File: src/rtl/uart_cmd_arbiter.sv
// uart_cmd_arbiter
// Merges the unstallable UART frame stream with the panel req/ack requester.
// Both sources feed one valid/ready command port toward the execution stage.
// UART frames are buffered in a small FIFO, and sources alternate on a tie.
module uart_cmd_arbiter #(
  parameter int DEPTH = 4,
  parameter int CW    = 3
) (
  input  logic          clock,
  input  logic          reset,
  input  logic          uart_valid,
  input  logic [3:0]    uart_instr,
  input  logic [3:0]    uart_data,
  input  logic          pnl_req,
  input  logic [3:0]    pnl_instr,
  input  logic [3:0]    pnl_data,
  output logic          pnl_ack,
  output logic          cmd_valid,
  output logic [3:0]    cmd_instr,
  output logic [3:0]    cmd_data,
  output logic          cmd_src,
  input  logic          cmd_ready,
  output logic [CW-1:0] fifo_count,
  output logic          uart_overflow
);

  localparam int AW = (DEPTH > 1) ? $clog2(DEPTH) : 1;
  localparam logic [CW-1:0] FULL_COUNT = CW'(DEPTH);
  localparam logic [3:0]    FLUSH_INSTR = 4'hF;

  typedef enum logic {
    IDLE  = 1'b0,
    ISSUE = 1'b1
  } state_t;

  state_t         state_reg;
  state_t         state_next;

  logic [7:0]     fifo_mem [DEPTH];
  logic [AW-1:0]  wr_ptr_reg;
  logic [AW-1:0]  rd_ptr_reg;
  logic [CW-1:0]  count_reg;
  logic [CW-1:0]  count_next;
  logic           overflow_reg;
  logic           flushed_reg;
  logic           last_src_reg;
  logic [3:0]     cmd_instr_reg;
  logic [3:0]     cmd_data_reg;
  logic           cmd_src_reg;
  logic           pnl_ack_reg;

  logic           flush;
  logic           push_req;
  logic           fifo_full;
  logic           uart_pend;
  logic           pnl_pend;
  logic           grant_uart;
  logic           grant_pnl;
  logic           complete;
  logic           pop;
  logic           push;
  logic [7:0]     head_entry;

  // A flush frame is a control strobe, never data.
  assign flush     = uart_valid && (uart_instr == FLUSH_INSTR);
  assign push_req  = uart_valid && (uart_instr != FLUSH_INSTR);
  assign fifo_full = (count_reg == FULL_COUNT);
  // Entries being flushed this cycle must not be granted.
  assign uart_pend = (count_reg != '0) && !flush;
  // While pnl_ack is high the panel still holds pnl_req for the retiring request.
  assign pnl_pend  = pnl_req && !pnl_ack_reg;
  assign head_entry = fifo_mem[rd_ptr_reg];

  // State register; reset abandons any presented command at once.
  always_ff @(posedge clock or posedge reset) begin
    if (reset) begin
      state_reg <= IDLE;
    end else begin
      state_reg <= state_next;
    end
  end

  // Next state: a grant enters ISSUE, a handshake returns to IDLE.
  always_comb begin
    state_next = state_reg;
    case (state_reg)
      IDLE:    if (grant_uart || grant_pnl) state_next = ISSUE;
      ISSUE:   if (complete) state_next = IDLE;
      default: state_next = IDLE;
    endcase
  end

  // Arbitration and handshake control decoded from the current state.
  always_comb begin
    grant_uart = 1'b0;
    grant_pnl  = 1'b0;
    complete   = 1'b0;
    case (state_reg)
      IDLE: begin
        if (uart_pend && pnl_pend) begin
          // Tie: the source that did not go last wins.
          grant_uart = last_src_reg;
          grant_pnl  = !last_src_reg;
        end else begin
          grant_uart = uart_pend;
          grant_pnl  = pnl_pend;
        end
      end
      ISSUE:   complete = cmd_ready;
      default: ;
    endcase
  end

  // A pop after a flush would remove an entry that no longer exists.
  assign pop  = complete && !cmd_src_reg && !flush && !flushed_reg;
  // A full FIFO still takes a frame when a slot frees at the same edge.
  assign push = push_req && (!fifo_full || pop);

  // Occupancy update; flush wins over everything.
  always_comb begin
    count_next = count_reg;
    if (flush) begin
      count_next = '0;
    end else begin
      case ({push, pop})
        2'b10:   count_next = count_reg + CW'(1);
        2'b01:   count_next = count_reg - CW'(1);
        default: count_next = count_reg;
      endcase
    end
  end

  // FIFO storage: plain array with no reset so it maps onto RAM.
  always_ff @(posedge clock) begin
    if (push) begin
      fifo_mem[wr_ptr_reg] <= {uart_instr, uart_data};
    end
  end

  // FIFO pointers, occupancy and the sticky overflow flag.
  always_ff @(posedge clock or posedge reset) begin
    if (reset) begin
      wr_ptr_reg   <= '0;
      rd_ptr_reg   <= '0;
      count_reg    <= '0;
      overflow_reg <= 1'b0;
    end else begin
      count_reg <= count_next;
      if (push) begin
        wr_ptr_reg <= wr_ptr_reg + AW'(1);
      end
      if (flush) begin
        rd_ptr_reg <= wr_ptr_reg;
      end else if (pop) begin
        rd_ptr_reg <= rd_ptr_reg + AW'(1);
      end
      if (flush) begin
        overflow_reg <= 1'b0;
      end else if (push_req && fifo_full && !pop) begin
        overflow_reg <= 1'b1;
      end
    end
  end

  // Remembers that the command in flight lost its FIFO entry to a flush.
  always_ff @(posedge clock or posedge reset) begin
    if (reset) begin
      flushed_reg <= 1'b0;
    end else if (complete) begin
      flushed_reg <= 1'b0;
    end else if (flush && (state_reg == ISSUE)) begin
      flushed_reg <= 1'b1;
    end
  end

  // Command registers load on grant and hold through ISSUE.
  always_ff @(posedge clock or posedge reset) begin
    if (reset) begin
      cmd_instr_reg <= 4'h0;
      cmd_data_reg  <= 4'h0;
      cmd_src_reg   <= 1'b0;
    end else if (grant_uart) begin
      cmd_instr_reg <= head_entry[7:4];
      cmd_data_reg  <= head_entry[3:0];
      cmd_src_reg   <= 1'b0;
    end else if (grant_pnl) begin
      cmd_instr_reg <= pnl_instr;
      cmd_data_reg  <= pnl_data;
      cmd_src_reg   <= 1'b1;
    end
  end

  // Round-robin history and the panel acknowledge pulse.
  always_ff @(posedge clock or posedge reset) begin
    if (reset) begin
      last_src_reg <= 1'b1;
      pnl_ack_reg  <= 1'b0;
    end else begin
      if (complete) begin
        last_src_reg <= cmd_src_reg;
      end
      pnl_ack_reg <= complete && cmd_src_reg;
    end
  end

  assign cmd_valid     = (state_reg == ISSUE);
  assign cmd_instr     = cmd_instr_reg;
  assign cmd_data      = cmd_data_reg;
  assign cmd_src       = cmd_src_reg;
  assign pnl_ack       = pnl_ack_reg;
  assign fifo_count    = count_reg;
  assign uart_overflow = overflow_reg;

endmodule

File: config.mk
export PLATFORM = sky130hd
export DESIGN_NAME = uart_cmd_arbiter
export DESIGN_NICKNAME = d
export VERILOG_FILES = /design/src/rtl/uart_cmd_arbiter.sv
export SDC_FILE = /design/constraint.sdc
export NUM_CORES = 1
export LEC_CHECK = 0
export CAP_MARGIN = 20
export CORE_UTILIZATION = 50
export DETAILED_ROUTE_END_ITERATION = 12
export PLACE_DENSITY = 0.71
export SYNTH_ARGS = -nofsm -noshare
export SYNTH_HDL_FRONTEND = slang
export SYNTH_SLANG_ARGS = --single-unit
File: constraint.sdc
create_clock -name clock -period 3.6 [get_ports clock]
set_input_delay 0.9 -clock clock [delete_from_list [all_inputs] [get_ports clock]]
set_output_delay 0.9 -clock clock [all_outputs]
set_load 0.01 [all_outputs]
==> impl_metrics.py, run 1 <==
metrics = {
    "clock_tree": {
        "root_buffer": "sky130_fd_sc_hd__clkbuf_8",
        "htreeDepth": 2,
        "post-cts-setup-buffer-count": 0,
        "maximum_number_of_buffers_from_clock_root_to_sink": 2,
        "ctsHoldBuffers": 0,
        "cts_buffers": 5,
        "cts_resized": 0,
        "tritoncts_num_sinks": 53,
        "cts_tree": "done",
        "clk-insertion-delay-late_ns": 0.30,
        "clkTransAtPathRegs_ns": 0.09,
    },
    "floorplanning": {
        "floorplan.die.height_microns": 70.1,
        "floorplan.core_area_sq_um": 4410,
        "fp.dieArea_sq_um": 4920,
        "rows": 24,
        "boundaryPins": 36,
        "die_w_microns": 70.1,
        "start_util_pct": 52.6,
    },
    "sta": {
        "min_period_over_period_pct": 71.0,
        "fin_tns_setup_ns": 0,
        "timing.clock.skew_ns": 0.00905,
        "setup_repair_after_global_routing_missed_its_margin": "no",
        "timing.hold.ws_ns": 0.505,
        "finalSetupViolCount": 0,
        "finalHoldViolCount": 0,
        "finalCriticalPeriod_ns": 2.56,
        "slew-limit-headroom_pct": 46.0,
        "timing_worst_slew_pin_value_ns": 0.810,
        "final_max_slew_viol_count": 0,
        "max_freq_mhz": 391,
    },
    "layout": {
        "sequential_cell_area_sq_um": 1490,
        "fillerInstances": 316,
        "nets": 208,
        "multi_input_area_sq_um": 776,
        "drive_above_1_share_pct": 15.3,
        "finalInstanceArea_sq_um": 2820,
        "non_filler_instance_count_after_layout": 235,
        "largest_reg_flops": 32,
        "syn_to_final_growth_pct": 21.4,
        "antenna_cells_inserted": 0,
    },
    "drt": {
        "detail_route.wl_per_cell_microns": 16.8,
        "vias": 1278,
        "totalWireLength_mm": 3.94,
        "drc": 0,
        "drt-vias-per-instance": 5.44,
        "detail-route-antenna-nets": 0,
        "drt_first_iter_violations": 34,
        "firstDrtPassIters": 4,
    },
    "power_and_ir_drop": {
        "overall_power_of_the_completed_layout_mw": 2.14,
        "pwr_density_cell_nw_per_um2": 758,
        "peakVddDrop_mv": 0.420,
        "sw_frac_of_total_pct": 30.9,
        "power.static_leakage_nw": 1.01,
        "netSwitchingPower_uw": 659,
        "seq_power_share_pct": 46.5,
        "p_comb_share_pct": 34.9,
        "internal_power_mw": 1.48,
        "clock_power_share_pct": 18.5,
    },
    "global_routing": {
        "grt_overflow": 0,
        "maximum_number_of_pins_on_one_net_before_global_route_repair": 22,
        "grt_util_overall_pct": 17.4,
        "grt_first_pass_wirelength_mm": 6.55,
        "grt_antenna_before_repair": 0,
        "first_global_vias": 1326,
    },
    "critical_path": {
        "crit_required_ns": 3.56,
        "worst-path-max-fanout": 8,
        "worstSetupStartpointType": "primary input",
        "path_cells": "clkdlybuf4s50_1 > nand4bb_2 > and3_4 > nor2_4 > and2_1",
        "worstSetupPathType": "in -> reg",
        "crit_path_max_incr_delay_ns": 0.56,
        "crit_path_top_delay_cell": "sky130_fd_sc_hd__clkdlybuf4s50_1",
        "timing.critical_path.arrival_ns": 2.52,
        "critPathCaptureType": "flip-flop",
    },
    "place": {
        "dp.cells": 227,
        "io_buffer_count": 35,
        "post_dp_cell_area_sq_um": 2700,
        "gp_congestion": 0.750,
        "post-dp-hpwl_mm": 2.89,
    },
    "yosys": {
        "post-synth-top-area-fraction_pct": 41.4,
        "ys_seq_elements": 53,
        "ys_seq_area_share_pct": 64.1,
        "postSynthNetCount": 170,
        "ys.warnings.count": 0,
        "synth_cells": 144,
        "syn-cell-area_sq_um": 2320,
        "yosys.area.top_type": "sky130_fd_sc_hd__edfxtp_1",
        "synth.avg_cell_area_sq_um": 16.1,
        "yosys.cell_types.count": 41,
        "netlist_top_cells_area": "sky130_fd_sc_hd__edfxtp_1 (41%), sky130_fd_sc_hd__dfrtp_1 (22%), sky130_fd_sc_hd__mux4_2 (7.8%)",
    },
    "worst_hold_path": {
        "hold_path_class": "reg -> reg",
    },
    "run": {
        "max_cap_violations": 0,
    },
    "outcome": {
        "result_of_the_run": "finished, final reports clean",
    },
}
## power groups by stage
stage	clock (mW)	combinational [mW]	sequential [mW]
CTS	0.406	0.757	0.996
global route	0.431	0.819	1.02
global placement	0	0.740	0.996
floorplan	0	0.516	0.961
finish	0.396	0.745	0.994
detailed placement	0	0.754	1.01
## kinds of logic (layout without fill, tap and decap cells)
group           after synthesis  in the layout  share of synthesized area (%)
compound gates               25             25                           9.60
xor+xnor                      5              5                           1.89
fa+ha+maj                     5              5                           3.02
buf+inv                      10             49                           2.43
flops                        53             53                           64.1
mux                          11             11                           9.12
simple gates                 35             35                           9.82
## layout by cell type (no fill, tap or decap), types with 2 or more instances in the layout
cell type | Yosys | routed
sky130_fd_sc_hd__inv_1 | 6 | 6
sky130_fd_sc_hd__ha_1 | 4 | 4
sky130_fd_sc_hd__or2_1 | 8 | 8
sky130_fd_sc_hd__clkbuf_8 | 0 | 5
sky130_fd_sc_hd__nor2_1 | 6 | 6
sky130_fd_sc_hd__clkdlybuf4s50_1 | 0 | 35
sky130_fd_sc_hd__dfrtp_1 | 20 | 20
sky130_fd_sc_hd__edfxtp_1 | 32 | 32
sky130_fd_sc_hd__a21oi_1 | 4 | 4
sky130_fd_sc_hd__o21ai_0 | 2 | 2
sky130_fd_sc_hd__a21oi_2 | 2 | 2
sky130_fd_sc_hd__o22ai_1 | 2 | 2
sky130_fd_sc_hd__and2_1 | 5 | 5
sky130_fd_sc_hd__mux4_2 | 8 | 8
sky130_fd_sc_hd__mux2i_1 | 2 | 2
sky130_fd_sc_hd__xnor2_1 | 4 | 4
sky130_fd_sc_hd__o221a_1 | 8 | 8
sky130_fd_sc_hd__nand2_1 | 5 | 5
## final timing paths
check | from | to | slack, ns | cells after the start
max | cmd_ready | fifo_mem[3][2] | 1.04 | 5
min | uart_overflow | uart_overflow | 0.51 | 2
max reg2reg | cmd_valid | fifo_mem[3][2] | 1.59 | 4
min reg2reg | uart_overflow | uart_overflow | 0.51 | 2
max in group asynchronous | reset | wr_ptr_reg[0] | 2.05 | 2
min in group asynchronous | reset | cmd_instr[1] | 1.04 | 2
## per-layer routing
layer | vias to the layer above | wire length, microns | global-route usage [%]
li1 | 626 | - | -
met1 | 618 | 1870 | 23.3
met2 | 29 | 1900 | 28.1
met3 | 5 | 141 | 5.63
met4 | 0 | 29 | 3.33
met5 | - | 0 | 0
## Yosys cell counts
cell                         n
sky130_fd_sc_hd__o2111ai_2   1
sky130_fd_sc_hd__fa_1        1
sky130_fd_sc_hd__buf_4       1
sky130_fd_sc_hd__or3b_1      1
sky130_fd_sc_hd__o22ai_1     2
sky130_fd_sc_hd__nor3_1      1
sky130_fd_sc_hd__nand4bb_2   1
sky130_fd_sc_hd__and3_2      1
sky130_fd_sc_hd__nor2_1      6
sky130_fd_sc_hd__xor2_1      1
sky130_fd_sc_hd__ha_1        4
sky130_fd_sc_hd__and3_4      1
sky130_fd_sc_hd__or2_1       8
sky130_fd_sc_hd__dfrtp_1    20
sky130_fd_sc_hd__or3_4       1
sky130_fd_sc_hd__buf_6       2
sky130_fd_sc_hd__buf_1       1
sky130_fd_sc_hd__mux2i_1     2
sky130_fd_sc_hd__a311oi_1    1
sky130_fd_sc_hd__o221a_1     8
sky130_fd_sc_hd__edfxtp_1   32
sky130_fd_sc_hd__o21ai_4     1
sky130_fd_sc_hd__nor2_4      1
sky130_fd_sc_hd__a31o_1      1
sky130_fd_sc_hd__o21ai_2     1
sky130_fd_sc_hd__a211oi_1    1
sky130_fd_sc_hd__mux2_1      1
sky130_fd_sc_hd__nand4_1     1
sky130_fd_sc_hd__o21ai_0     2
sky130_fd_sc_hd__mux4_2      8
sky130_fd_sc_hd__nand2_1     5
sky130_fd_sc_hd__and2_1      5
sky130_fd_sc_hd__nand2b_1    1
sky130_fd_sc_hd__a21o_1      1
sky130_fd_sc_hd__a21oi_2     2
sky130_fd_sc_hd__nand3_1     1
sky130_fd_sc_hd__inv_1       6
sky130_fd_sc_hd__a21oi_1     4
sky130_fd_sc_hd__dfstp_2     1
sky130_fd_sc_hd__xnor2_1     4
sky130_fd_sc_hd__and4bb_4    1
## layout make-up
| cell class | count | share of cell area (%) |
|---|---|---|
| Clock buffer | 5 | 2.44 |
| Timing Repair Buffer | 35 | 12.4 |
| Multi-Input combinational cell | 81 | 27.5 |
| Sequential cell | 53 | 52.8 |
| Tap cell | 52 | 2.31 |
| Inverter | 6 | 0.800 |
| Clock inverter | 3 | 1.64 |
## through the flow
| step | setup slack (ns) | utilization [%] |
|---|---|---|
| floorplan | 1.56 | - |
| global placement | 0.795 | 61.2 |
| detailed placement | 0.714 | 61.2 |
| CTS | 1.04 | 63.8 |
| global route | 0.934 | 63.8 |
| finish | 1.04 | 63.8 |
## critical path, delay by kind of cell
kind | cells | cell delay (ns)
buf+inv | 1 | 0.56
simple gates | 4 | 1.05
Note: power is estimated with default switching activity, not from simulation.
==> inputs of run 2 (changes only) <==
CORE_UTILIZATION = 48   (was 50)
clock period = 2.3 ns   (was 3.6 ns; I/O delays follow)
==> impl_metrics.py, run 2 (synthesis gave the netlist of run 1 again) <==
metrics = {
    "critical_path": {
        "timing.rr.end": "fifo_count[2]",
        "worstSetupStartpointType": "flip-flop",
        "worst-path-max-fanout": 11,
        "path_cells": "clkdlybuf4s50_1",
        "critical_path.top_delay_family": "buffers and inverters",
        "crit-reg2reg-launch": "cmd_valid",
        "crit_required_ns": 1.73,
        "timing.critical_path.buf_inv": 1,
        "critPathCaptureType": "output port",
        "r2r_setup_slack_ns": 0.46,
        "crit_path_max_incr_delay_ns": 0.61,
        "worstSetupPathType": "reg -> out",
        "crit_path_top_delay_cell": "sky130_fd_sc_hd__clkdlybuf4s50_1",
        "timing.critical_path.arrival_ns": 1.48,
        "worst_r2r_path_depth": 6,
    },
    "clock_tree": {
        "clk-insertion-delay-late_ns": 0.30,
        "cts_tree": "done",
        "post-cts-setup-buffer-count": 0,
        "cts_resized": 0,
        "root_buffer": "sky130_fd_sc_hd__clkbuf_8",
        "tritoncts_num_sinks": 53,
        "cts_buffers": 5,
        "ctsHoldBuffers": 0,
        "maximum_number_of_buffers_from_clock_root_to_sink": 2,
        "htreeDepth": 2,
        "clkTransAtPathRegs_ns": 0.09,
    },
    "layout": {
        "antenna_cells_inserted": 0,
        "finalCoreUtilization_pct": 64.9,
        "layout.cells.most_common_list": "sky130_fd_sc_hd__clkdlybuf4s50_1 (35), sky130_fd_sc_hd__edfxtp_1 (32), sky130_fd_sc_hd__dfrtp_1 (20)",
        "drive_above_1_share_pct": 20.0,
        "syn_to_final_growth_pct": 26.1,
        "nets": 220,
        "fillerInstances": 323,
        "largest_reg_flops": 32,
        "layout_commonest_cell": "sky130_fd_sc_hd__clkdlybuf4s50_1",
    },
    "sta": {
        "finalHoldViolCount": 0,
        "max_freq_mhz": 487,
        "timing.clock.skew_ns": 0.00315,
        "finalSetupViolCount": 0,
        "timing_worst_slew_pin_value_ns": 0.526,
        "setup_repair_after_global_routing_missed_its_margin": "no",
        "finalCriticalPeriod_ns": 2.05,
        "slew-limit-headroom_pct": 64.9,
        "final_max_slew_viol_count": 0,
        "fin_tns_setup_ns": 0,
        "min_period_over_period_pct": 89.3,
    },
    "global_routing": {
        "grt_util_overall_pct": 18.0,
        "grt_first_pass_wirelength_mm": 6.88,
        "grt_antenna_before_repair": 0,
        "maximum_number_of_pins_on_one_net_before_global_route_repair": 22,
        "first_global_vias": 1385,
        "grt_overflow": 0,
    },
    "worst_hold_path": {
        "holdPathStages": 1,
        "hold_path_class": "reg -> reg",
        "min-delay-start": "last_src_reg",
        "hold_end": "last_src_reg",
    },
    "drt": {
        "vias": 1328,
        "detail-route-antenna-nets": 0,
        "detail_route.wl_per_cell_microns": 16.9,
        "drt_first_iter_violations": 48,
        "drc": 0,
        "firstDrtPassIters": 4,
        "totalWireLength_mm": 4.18,
        "drt-vias-per-instance": 5.38,
    },
    "power_and_ir_drop": {
        "pwr_density_cell_nw_per_um2": 1140,
        "overall_power_of_the_completed_layout_mw": 3.34,
        "power.static_leakage_nw": 1.07,
        "peakVddDrop_mv": 0.615,
    },
    "floorplanning": {
        "floorplan.die.height_microns": 71.5,
        "die_w_microns": 71.5,
        "start_util_pct": 51.5,
        "floorplan.core_area_sq_um": 4500,
        "fp.dieArea_sq_um": 5120,
        "rows": 24,
        "boundaryPins": 36,
    },
    "run": {
        "max_cap_violations": 0,
    },
    "place": {
        "gp_congestion": 0.824,
        "io_buffer_count": 35,
        "post-dp-hpwl_mm": 3.23,
    },
    "outcome": {
        "result_of_the_run": "finished, final reports clean",
    },
}
[run 2: changes by cell type in the layout (fill, tap and decap cells not counted)]
cell / previous run / this run
sky130_fd_sc_hd__clkinvlp_4: 1 / 0
sky130_fd_sc_hd__clkbuf_1: 0 / 1
sky130_fd_sc_hd__buf_4: 0 / 8
sky130_fd_sc_hd__bufinv_16: 1 / 0
sky130_fd_sc_hd__buf_12: 0 / 4
sky130_fd_sc_hd__clkinv_2: 0 / 2
sky130_fd_sc_hd__clkinv_4: 1 / 0
[run 2: cell type report]
class / instances / area [sq um] / share of cell area, %
Tap cell: 52 / 65.1 / 2.23
Multi-Input combinational cell: 81 / 776 / 26.5
Clock inverter: 2 / 10.0 / 0.342
Clock buffer: 6 / 72.6 / 2.48
Timing Repair Buffer: 47 / 490 / 16.8
Inverter: 6 / 22.5 / 0.770
Sequential cell: 53 / 1490 / 50.9
[run 2: where the power goes]
| group | total (mW) | switching (mW) | internal [mW] | leakage, nW |
|---|---|---|---|---|
| registers | 1.55 | 0.248 | 1.30 | 0.534 |
| clock network | 0.500 | 0.289 | 0.212 | 0.0450 |
| logic | 1.29 | 0.506 | 0.783 | 0.494 |
| total | 3.34 | 1.04 | 2.29 | 1.07 |
[run 2: worst max-delay path by stage]
| stage | startpoint | endpoint | slack (ns) | cells after the start |
|---|---|---|---|---|
| finish | cmd_valid | cmd_valid | 0.25 | 1 |
| detailed placement | cmd_ready | fifo_count[2] | 0.01 | 7 |
| global placement | uart_instr[2] | cmd_data[3] | 0.08 | 6 |
| global route | cmd_valid | cmd_valid | 0.19 | 1 |
| CTS | cmd_valid | cmd_valid | 0.23 | 1 |
| floorplan | uart_valid | fifo_count[2] | 0.58 | 6 |
[run 2: per-layer routing]
layer / up-vias / track usage [%] / share of wire (%)
li1: 650 / - / -
met1: 645 / 25.2 / 49
met2: 28 / 28.3 / 46
met3: 5 / 4.50 / 3.7
met4: 0 / 5.23 / 1.1
met5: - / 0 / 0
[run 2: per-stage QoR]
| stage | cells | cell area [sq um] | setup WS (ns) | hold slack [ns] |
|---|---|---|---|---|
| after floorplan | 144 | 2320 | 0.585 | 0.498 |
| after global placement | 239 | 2840 | 0.0803 | 0.506 |
| after detailed placement | 239 | 2840 | 0.0118 | 0.508 |
| after CTS | 247 | 2920 | 0.226 | 0.521 |
| after global routing | 247 | 2920 | 0.191 | 0.542 |
| final | 247 | 2920 | 0.246 | 0.520 |
==> inputs of run 3 (changes only) <==
MAX_ROUTING_LAYER = met4   (was unset)
==> results of run 3 <==
Same layout as run 2: the final DEF is identical, and so are final timing and power.
Main changes from that run: final weighted congestion in routability-driven placement 0.824 -> 0.836; overall routing resource usage 18.0% -> 18.6%
